==> config.mk <==
export PLATFORM = sky130hd
export DESIGN_NAME = pixel_writer_flat
export DESIGN_NICKNAME = d
export VERILOG_FILES = /design/src/rtl/pixel_writer_if.sv /design/src/rtl/pixel_writer.sv /design/src/flat_wrapper.sv
export SDC_FILE = /design/constraint.sdc
export NUM_CORES = 1
export LEC_CHECK = 0
export CAP_MARGIN = 20
export CORE_MARGIN = 2
export CORE_UTILIZATION = 36
export DETAILED_ROUTE_END_ITERATION = 6
export SLEW_MARGIN = 20
export SYNTH_ARGS = -nofsm -noshare
export SYNTH_HDL_FRONTEND = slang
export SYNTH_SLANG_ARGS = --single-unit
export TNS_END_PERCENT = 100
==> constraint.sdc <==
create_clock -name clk -period 3 [get_ports clk]
set_clock_uncertainty 0.1 [all_clocks]
set_input_delay 0.9 -clock clk [delete_from_list [all_inputs] [get_ports clk]]
set_output_delay 0.9 -clock clk [all_outputs]
set_load 0.05 [all_outputs]
==> src/rtl/pixel_writer_if.sv <==
// rtl/pixel_writer_if.sv - byte stream in and SRAM write bus out of the pixel writer
interface pixel_writer_if #(
    parameter int ADDR_W = 16
);
    logic [7:0]        in_data;
    logic              in_valid;
    logic              in_ready;
    logic              sram_ready;
    logic [ADDR_W-1:0] sram_addr;
    logic [15:0]       sram_wdata;
    logic              sram_rw;
    logic              sram_start;

    // master: the writer itself (drives the SRAM bus, back-pressures the stream)
    modport master (
        input  in_data, in_valid, sram_ready,
        output in_ready, sram_addr, sram_wdata, sram_rw, sram_start
    );

    // slave: byte source plus SRAM device
    modport slave (
        output in_data, in_valid, sram_ready,
        input  in_ready, sram_addr, sram_wdata, sram_rw, sram_start
    );
endinterface

==> src/rtl/pixel_writer.sv <==
// rtl/pixel_writer.sv - packs JPEG bytes into 16-bit words and writes them to SRAM until FF,D9
module pixel_writer #(
    parameter int                ADDR_W   = 16,
    parameter logic [ADDR_W-1:0] MAX_ADDR = 16'hFFFF,
    parameter logic [7:0]        PAD_BYTE = 8'h00
) (
    input  logic            clk,
    input  logic            reset,
    pixel_writer_if.master  bus,
    output logic [ADDR_W:0] word_count,
    output logic            frame_done,
    output logic            overflow
);
    typedef enum logic [2:0] {
        S_LOW,
        S_HIGH,
        S_WRITE,
        S_WAIT,
        S_DONE
    } state_t;

    state_t          state_q, state_d;
    logic [ADDR_W:0] addr_q, addr_d;
    logic [15:0]     wdata_q, wdata_d;
    logic [7:0]      prev_q, prev_d;
    logic            end_q, end_d;
    logic [ADDR_W:0] count_q, count_d;
    logic            frame_done_q, frame_done_d;
    logic            overflow_q, overflow_d;
    logic            in_ready_q, in_ready_d;
    logic            start_q, start_d;
    logic            accept;
    logic            addr_ok;

    assign accept  = bus.in_valid && in_ready_q;
    // addr_q is one bit wider so it can sit at MAX_ADDR+1 and still compare correctly
    assign addr_ok = (addr_q <= {1'b0, MAX_ADDR});

    always_comb begin
        state_d      = state_q;
        addr_d       = addr_q;
        wdata_d      = wdata_q;
        prev_d       = prev_q;
        end_d        = end_q;
        count_d      = count_q;
        overflow_d   = overflow_q;

        case (state_q)
            S_LOW: begin
                if (accept) begin
                    wdata_d[7:0] = bus.in_data;
                    prev_d       = bus.in_data;
                    if (prev_q == 8'hFF && bus.in_data == 8'hD9) begin
                        wdata_d[15:8] = PAD_BYTE;
                        end_d         = 1'b1;
                        state_d       = S_WRITE;
                    end else begin
                        end_d   = 1'b0;
                        state_d = S_HIGH;
                    end
                end
            end
            S_HIGH: begin
                if (accept) begin
                    wdata_d[15:8] = bus.in_data;
                    prev_d        = bus.in_data;
                    end_d         = (prev_q == 8'hFF && bus.in_data == 8'hD9);
                    state_d       = S_WRITE;
                end
            end
            S_WRITE: begin
                if (!addr_ok) begin
                    overflow_d = 1'b1;
                    state_d    = S_DONE;
                end else begin
                    state_d = S_WAIT;
                end
            end
            S_WAIT: begin
                if (bus.sram_ready) begin
                    count_d = count_q + 1'b1;
                    addr_d  = addr_q + 1'b1;
                    state_d = end_q ? S_DONE : S_LOW;
                end
            end
            S_DONE: begin
                state_d = S_DONE;
            end
            default: begin
                state_d = S_LOW;
            end
        endcase

        // Handshake and start strobe are registered from the next state so they stay glitch-free
        in_ready_d   = (state_d == S_LOW) || (state_d == S_HIGH);
        start_d      = !((state_d == S_WRITE) && addr_ok);
        frame_done_d = frame_done_q || (state_d == S_DONE);
    end

    always_ff @(posedge clk) begin
        if (reset) begin
            state_q      <= S_LOW;
            addr_q       <= '0;
            wdata_q      <= '0;
            prev_q       <= '0;
            end_q        <= 1'b0;
            count_q      <= '0;
            frame_done_q <= 1'b0;
            overflow_q   <= 1'b0;
            in_ready_q   <= 1'b0;
            start_q      <= 1'b1;
        end else begin
            state_q      <= state_d;
            addr_q       <= addr_d;
            wdata_q      <= wdata_d;
            prev_q       <= prev_d;
            end_q        <= end_d;
            count_q      <= count_d;
            frame_done_q <= frame_done_d;
            overflow_q   <= overflow_d;
            in_ready_q   <= in_ready_d;
            start_q      <= start_d;
        end
    end

    assign bus.in_ready   = in_ready_q;
    assign bus.sram_addr  = addr_q[ADDR_W-1:0];
    assign bus.sram_wdata = wdata_q;
    assign bus.sram_rw    = 1'b0;
    assign bus.sram_start = start_q;
    assign word_count     = count_q;
    assign frame_done     = frame_done_q;
    assign overflow       = overflow_q;
endmodule
==> src/flat_wrapper.sv <==
// flat-port wrapper written by rule: the top's interface ports become plain ports
module pixel_writer_flat 
#(
    parameter int                ADDR_W   = 16,
    parameter logic [ADDR_W-1:0] MAX_ADDR = 16'hFFFF,
    parameter logic [7:0]        PAD_BYTE = 8'h00
)
  (clk, reset, word_count, frame_done, overflow, bus_in_data, bus_in_valid, bus_sram_ready, bus_in_ready, bus_sram_addr, bus_sram_wdata, bus_sram_rw, bus_sram_start);
  pixel_writer_if #(.ADDR_W(ADDR_W)) bus_i ();
  input  logic clk;
  input  logic reset;
  output logic [ADDR_W:0] word_count;
  output logic frame_done;
  output logic overflow;
  input wire logic [$bits(bus_i.in_data)-1:0] bus_in_data;
  input wire logic [$bits(bus_i.in_valid)-1:0] bus_in_valid;
  input wire logic [$bits(bus_i.sram_ready)-1:0] bus_sram_ready;
  output wire logic [$bits(bus_i.in_ready)-1:0] bus_in_ready;
  output wire logic [$bits(bus_i.sram_addr)-1:0] bus_sram_addr;
  output wire logic [$bits(bus_i.sram_wdata)-1:0] bus_sram_wdata;
  output wire logic [$bits(bus_i.sram_rw)-1:0] bus_sram_rw;
  output wire logic [$bits(bus_i.sram_start)-1:0] bus_sram_start;
  assign bus_i.in_data = bus_in_data;
  assign bus_i.in_valid = bus_in_valid;
  assign bus_i.sram_ready = bus_sram_ready;
  assign bus_in_ready = bus_i.in_ready;
  assign bus_sram_addr = bus_i.sram_addr;
  assign bus_sram_wdata = bus_i.sram_wdata;
  assign bus_sram_rw = bus_i.sram_rw;
  assign bus_sram_start = bus_i.sram_start;
  pixel_writer #(.ADDR_W(ADDR_W), .MAX_ADDR(MAX_ADDR), .PAD_BYTE(PAD_BYTE)) u_core (.clk(clk), .reset(reset), .bus(bus_i), .word_count(word_count), .frame_done(frame_done), .overflow(overflow));
endmodule
# Word-level counts from Yosys, hierarchy flattened
# Index checks and enable logic that the tools add are counted.
# W data, S select, Z words.
[classes] eq_ne=12 n_div=0 n_mux=15 magnitude_cmp=1 shifts=0 bitwise=1 n_reduce_logical=16 multipliers=0 addsub=2
[op_table] operator="$add A17 B1 Y17 const B" count=2
[op_table] operator="$le A17 B16 Y1 const B" count=1
[op_table] operator="$eq A8 B8 Y1 const B" count=2
[op_table] operator="$mux W16" count=1
[op_table] operator="$mux W8" count=2
[op_table] operator="$pmux W8 S2" count=1
[op_table] operator="$mux W3" count=5
[op_table] operator="$pmux W3 S5" count=1
[op_table] operator="$eq A3 B2 Y1 const B" count=3
[op_table] operator="$reduce_and A2 Y1" count=4
[op_table] operator="$eq A3 B1 Y1 const B" count=2
[op_table] operator="$eq A3 B3 Y1 const B" count=2
[op_table] operator="$logic_not A3 Y1" count=2
[op_table] operator="$ne A2 B1 Y1 const B" count=3
[op_table] operator="$reduce_and A4 Y1" count=1
[op_table] operator="$logic_and A1 B1 Y1" count=3
[op_table] operator="$mux W1" count=3
[op_table] operator="$reduce_and A3 Y1" count=1
[op_table] operator="$logic_or A1 B1 Y1" count=2
[op_table] operator="$mux W2" count=1
[op_table] operator="$pmux W1 S2" count=1
[op_table] operator="$reduce_bool A2 Y1" count=1
[op_table] operator="$reduce_or A2 Y1" count=1
[op_table] operator="$logic_not A1 Y1" count=1
[op_table] operator="$not A1 Y1" count=1
[totals] latch_bits=0 ramBits=0 romBits=0 inputBits=12 reg_bits=66 word_cells=58 out_inout_bits=54 mem_count=0

# Logic depth before layout (Yosys ltp)
[logic_depth] word_depth=8 ltp_mapped=9 mapped_depth_nobuf=9

# Worst setup path before layout
# OpenSTA, ideal clock, no wires.
[synth_timing] path_kind="input to register" startpoint="input bus_sram_ready" endpoint="register u_core.count_q[15], in the netlist u_core.word_count[15]" n_path_buf=0 required_time_ps=2772 path_slack_ps=713 arrival_ps=2060 path_stages=5 cell_sequence="nand4b_2 or3_4 or4_4 xor2_1 nor2_1"
[synth_between] elab_chain_len=1
[synth_rtl] item="from (decl)" line="flat_wrapper.sv:17" rtl="input wire logic [$bits(bus_i.sram_ready)-1:0] bus_sram_ready;"
[synth_rtl] item="$reduce_and A2 Y1 (no line)"
[synth_rtl] item="to (signal assigned)" line="pixel_writer.sv:118" rtl="count_q <= count_d;"
[synth_rtl] item="to (decl)" line="pixel_writer.sv:27" rtl="logic [ADDR_W:0] count_q, count_d;"
# No other way between the ends.
# A chain may end at the register's enable or synchronous reset.

# Final worst setup path
[layout_timing] startpoint="register u_core.count_q[3], in the netlist u_core.word_count[3]" endpoint="output word_count[3]"
[layout_rtl] item="to (decl)" line="flat_wrapper.sv:12" rtl="output logic [ADDR_W:0] word_count;"
# No word-level cell between the ends.

==> run metrics <==
status finished, final reports clean; Top Family by Delay on Critical Path buffers and inverters; GR Layer Usage met2 23.4%; busiest grt layer met2; path class of the lowest-slack min-delay path flop to flop; pin count of the biggest net entering global routing 55; reg-to-reg critical path endpoint u_core.addr_q[15]; register area share after synthesis 45.7%; vias in the first global route 2289; startpoint type of the worst setup path flop; number of warnings issued by yosys 0; Num CTS Buffers 9; DRT antenna net count 0; number of antenna repair diodes 0; Reg clk slew, reported paths 0.07 ns; vias per cell 4.85; TritonCTS clock tree built; number of fill cells 778; Core Util, Final 47.6%; chip height 93.6 um; Die W 93.6 um; Clock Tree Root sky130_fd_sc_hd__clkbuf_8; row count 32; Die Footprint 8760 sq um; cell area reported after detailed placement 3530 sq um; Worst Tran Pin Value 0.849 ns; Register-to-Register Path Depth 5; H-tree levels 3; arrival time at the worst endpoint 1.62 ns; area taken by multi-input logic gates 1350 sq um; mapped cell area 2890 sq um; # clock sinks 66; startpoint of the lowest-slack hold path u_core.prev_q[1]; most repeated cell in the gate-level netlist after synthesis sky130_fd_sc_hd__dfxtp_1; setup repair after global routing missed its margin false; number of flops mapped to enable cells by yosys 0; count of max-cap constraint violations 0; post-synthesis area per instance 8.31 sq um; hold buffers post-CTS 0; Detailed Route WL 6740 um; Slowest cell on crit path sky130_fd_sc_hd__clkdlybuf4s50_1; critical-path maximum fanout 7; gpl congestion 0.780; data required time at the worst endpoint 2.00 ns; Total Routing Usage GR 15.7%; largest area contributor in the synthesized netlist sky130_fd_sc_hd__dfxtp_1; met1 GRT Util 21.6%; Fin Hold WS 0.362 ns; worst reg2reg startpoint u_core.state_q[0]; Pins Over Slew Limit 0; biggest cell delay along the critical path 0.85 ns; GR met3 Demand/Resource 3.55%; initial core utilization 37.2%; hold-critical path endpoint u_core.prev_q[1]; final setup violating endpoints 0; count of cell types in the netlist 39; sort of element at the end of the critical path primary output; Worst Hold Path Cells 2; Synth Register Bits 66; cell count after synthesis 348; first-iteration detailed-routing DRC count 86; DR DRC count 0; CP Cell Sequence clkdlybuf4s50_1; global-route wire length before repair 10900 um; Lkg Pwr 1.26 nW; Overflow after GRT 0; clock latency on the worst-skew pair 0.33 ns; post-cts gate resize count 0; register cell area after layout 1320 sq um; Synthesized Nets 363; Total Nets Final 414; area of the core region 7770 sq um; clock buffer depth 2; switching part of the total power 24.7%; detailed-route wire length per cell 13.4 um; final design area excluding fillers 3700 sq um; Boundary Pins 66; achievable frequency 381 MHz; worst setup slack for register-to-register paths 0.64 ns; combinational group share of total power 7.7%; CP Class flop to primary output; number of endpoints with negative hold slack in the final report 0; area overhead of the layout relative to synthesis 28.0%; DRT Pass-1 Iters 4; total number of vias 2451; post-route minimum period 2.62 ns; async set-reset flop share out of synthesis 0%; detailed placer's ending HPWL 4670 um; Power per Cell Area 457 nW/um^2; Clk pwr share 38.7%; most numerous cell types in the synthesized netlist 66 x sky130_fd_sc_hd__dfxtp_1, 54 x sky130_fd_sc_hd__nand2_1, 33 x sky130_fd_sc_hd__nor2_1, 27 x sky130_fd_sc_hd__a21oi_1, 24 x sky130_fd_sc_hd__o21ai_0; postcts setup bufs 0; crit share post-route 87.5%; Seq pwr share 53.6%; remaining max-slew budget at the tightest pin 43.0%; most area-consuming cells after synthesis sky130_fd_sc_hd__dfxtp_1 46%, sky130_fd_sc_hd__nand2_1 7.0%, sky130_fd_sc_hd__a21oi_1 4.7%; post-route setup TNS 0 ns; CP bufs+invs 1; proportion of layout cells with a drive suffix above 1 7.94%; antenna violations before repair 0; switching power of the nets 0.417 mW; share of the synthesized area in the top cell type 45.7%; maximum ir drop on the vdd rail 0.225 mV; internal power 1.27 mW; port bufs 64; top_reg_cell synth sky130_fd_sc_hd__dfxtp_1
==> layout by cell type (no fill, tap or decap), drive strengths merged, types with 7 or more instances in the layout <==
master,count
a21oi,27
buf,9
clkbuf,12
clkdlybuf4s50,63
dfxtp,66
inv,9
nand2,54
nand3,15
nand4,10
nor2,33
nor3,7
o21ai,25
or3,7
xnor2,14
xor2,11
==> power groups by stage <==
stage               combinational [mW]  clock [mW]  sequential [mW]
floorplan                       0.0563           0            0.946
global placement                 0.129           0            0.926
detailed placement               0.130           0            0.926
CTS                              0.130       0.675            0.906
global route                     0.140       0.719            0.909
finish                           0.129       0.654            0.907
==> routing by layer <==
| metal | vias to the layer above | wire [um] | part of all wire, % |
|---|---|---|---|
| li1 | 1273 | - | - |
| met1 | 1124 | 3470 | 51 |
| met2 | 47 | 2890 | 43 |
| met3 | 7 | 286 | 4.2 |
| met4 | 0 | 104 | 1.5 |
| met5 | - | 0 | 0 |
==> registers in the layout, indices dropped and copies added (netlist names) <==
signal and cells:
u_core.bus.sram_wdata 16, u_core.bus.sram_start 1, u_core.addr_q 17, u_core.frame_done 1
u_core.state_q 3, u_core.overflow 1, u_core.end_q 1, u_core.word_count 17
u_core.prev_q 8, u_core.bus.in_ready 1
==> worst max path at each step <==
stage | from | slack [ns] | endpoint | depth (start not counted)
after floorplan | bus_sram_ready | 0.71 | u_core.word_count[15] | 5
after global placement | bus_sram_ready | 0.14 | u_core.word_count[15] | 6
after detailed placement | bus_in_data[1] | 0.1 | u_core.bus.sram_wdata[8] | 6
after CTS | u_core.word_count[3] | 0.36 | word_count[3] | 1
after global routing | bus_in_data[1] | 0.25 | u_core.bus.sram_wdata[9] | 6
final | u_core.word_count[3] | 0.38 | word_count[3] | 1
==> cell families (layout without fill, tap and decap cells) <==
group | count (synthesis) | after routing | share of synthesized area (%)
flops | 66 | 66 | 45.7
fa+ha+maj | 3 | 3 | 1.30
compound gates | 61 | 61 | 11.4
other cells | 1 | 1 | 0.130
simple gates | 151 | 151 | 26.4
buf+inv | 41 | 96 | 7.53
xor+xnor | 25 | 25 | 7.58
==> per-stage QoR <==
step / cells / power (mW) / setup slack, ns
global route: 505 / 1.77 / 0.245
CTS: 505 / 1.71 / 0.364
finish: 505 / 1.69 / 0.376
floorplan: 348 / 1.00 / 0.713
global placement: 490 / 1.06 / 0.141
detailed placement: 490 / 1.06 / 0.100
==> cell type report <==
cell class / instances / share of cell area, %
Clock buffer: 12 / 4.19
Clock inverter: 3 / 0.406
Sequential cell: 66 / 35.7
Timing Repair Buffer: 72 / 18.8
Multi-Input combinational cell: 241 / 36.5
Tap cell: 102 / 3.45
Inverter: 9 / 0.913
==> tightest hold or removal path: stages (launching register included) <==
cell	delay [ns]
sky130_fd_sc_hd__dfxtp_1	0.31
sky130_fd_sc_hd__nand2_1	0.05
sky130_fd_sc_hd__a21oi_1	0.05
Power figures use the tool's default switching activity.
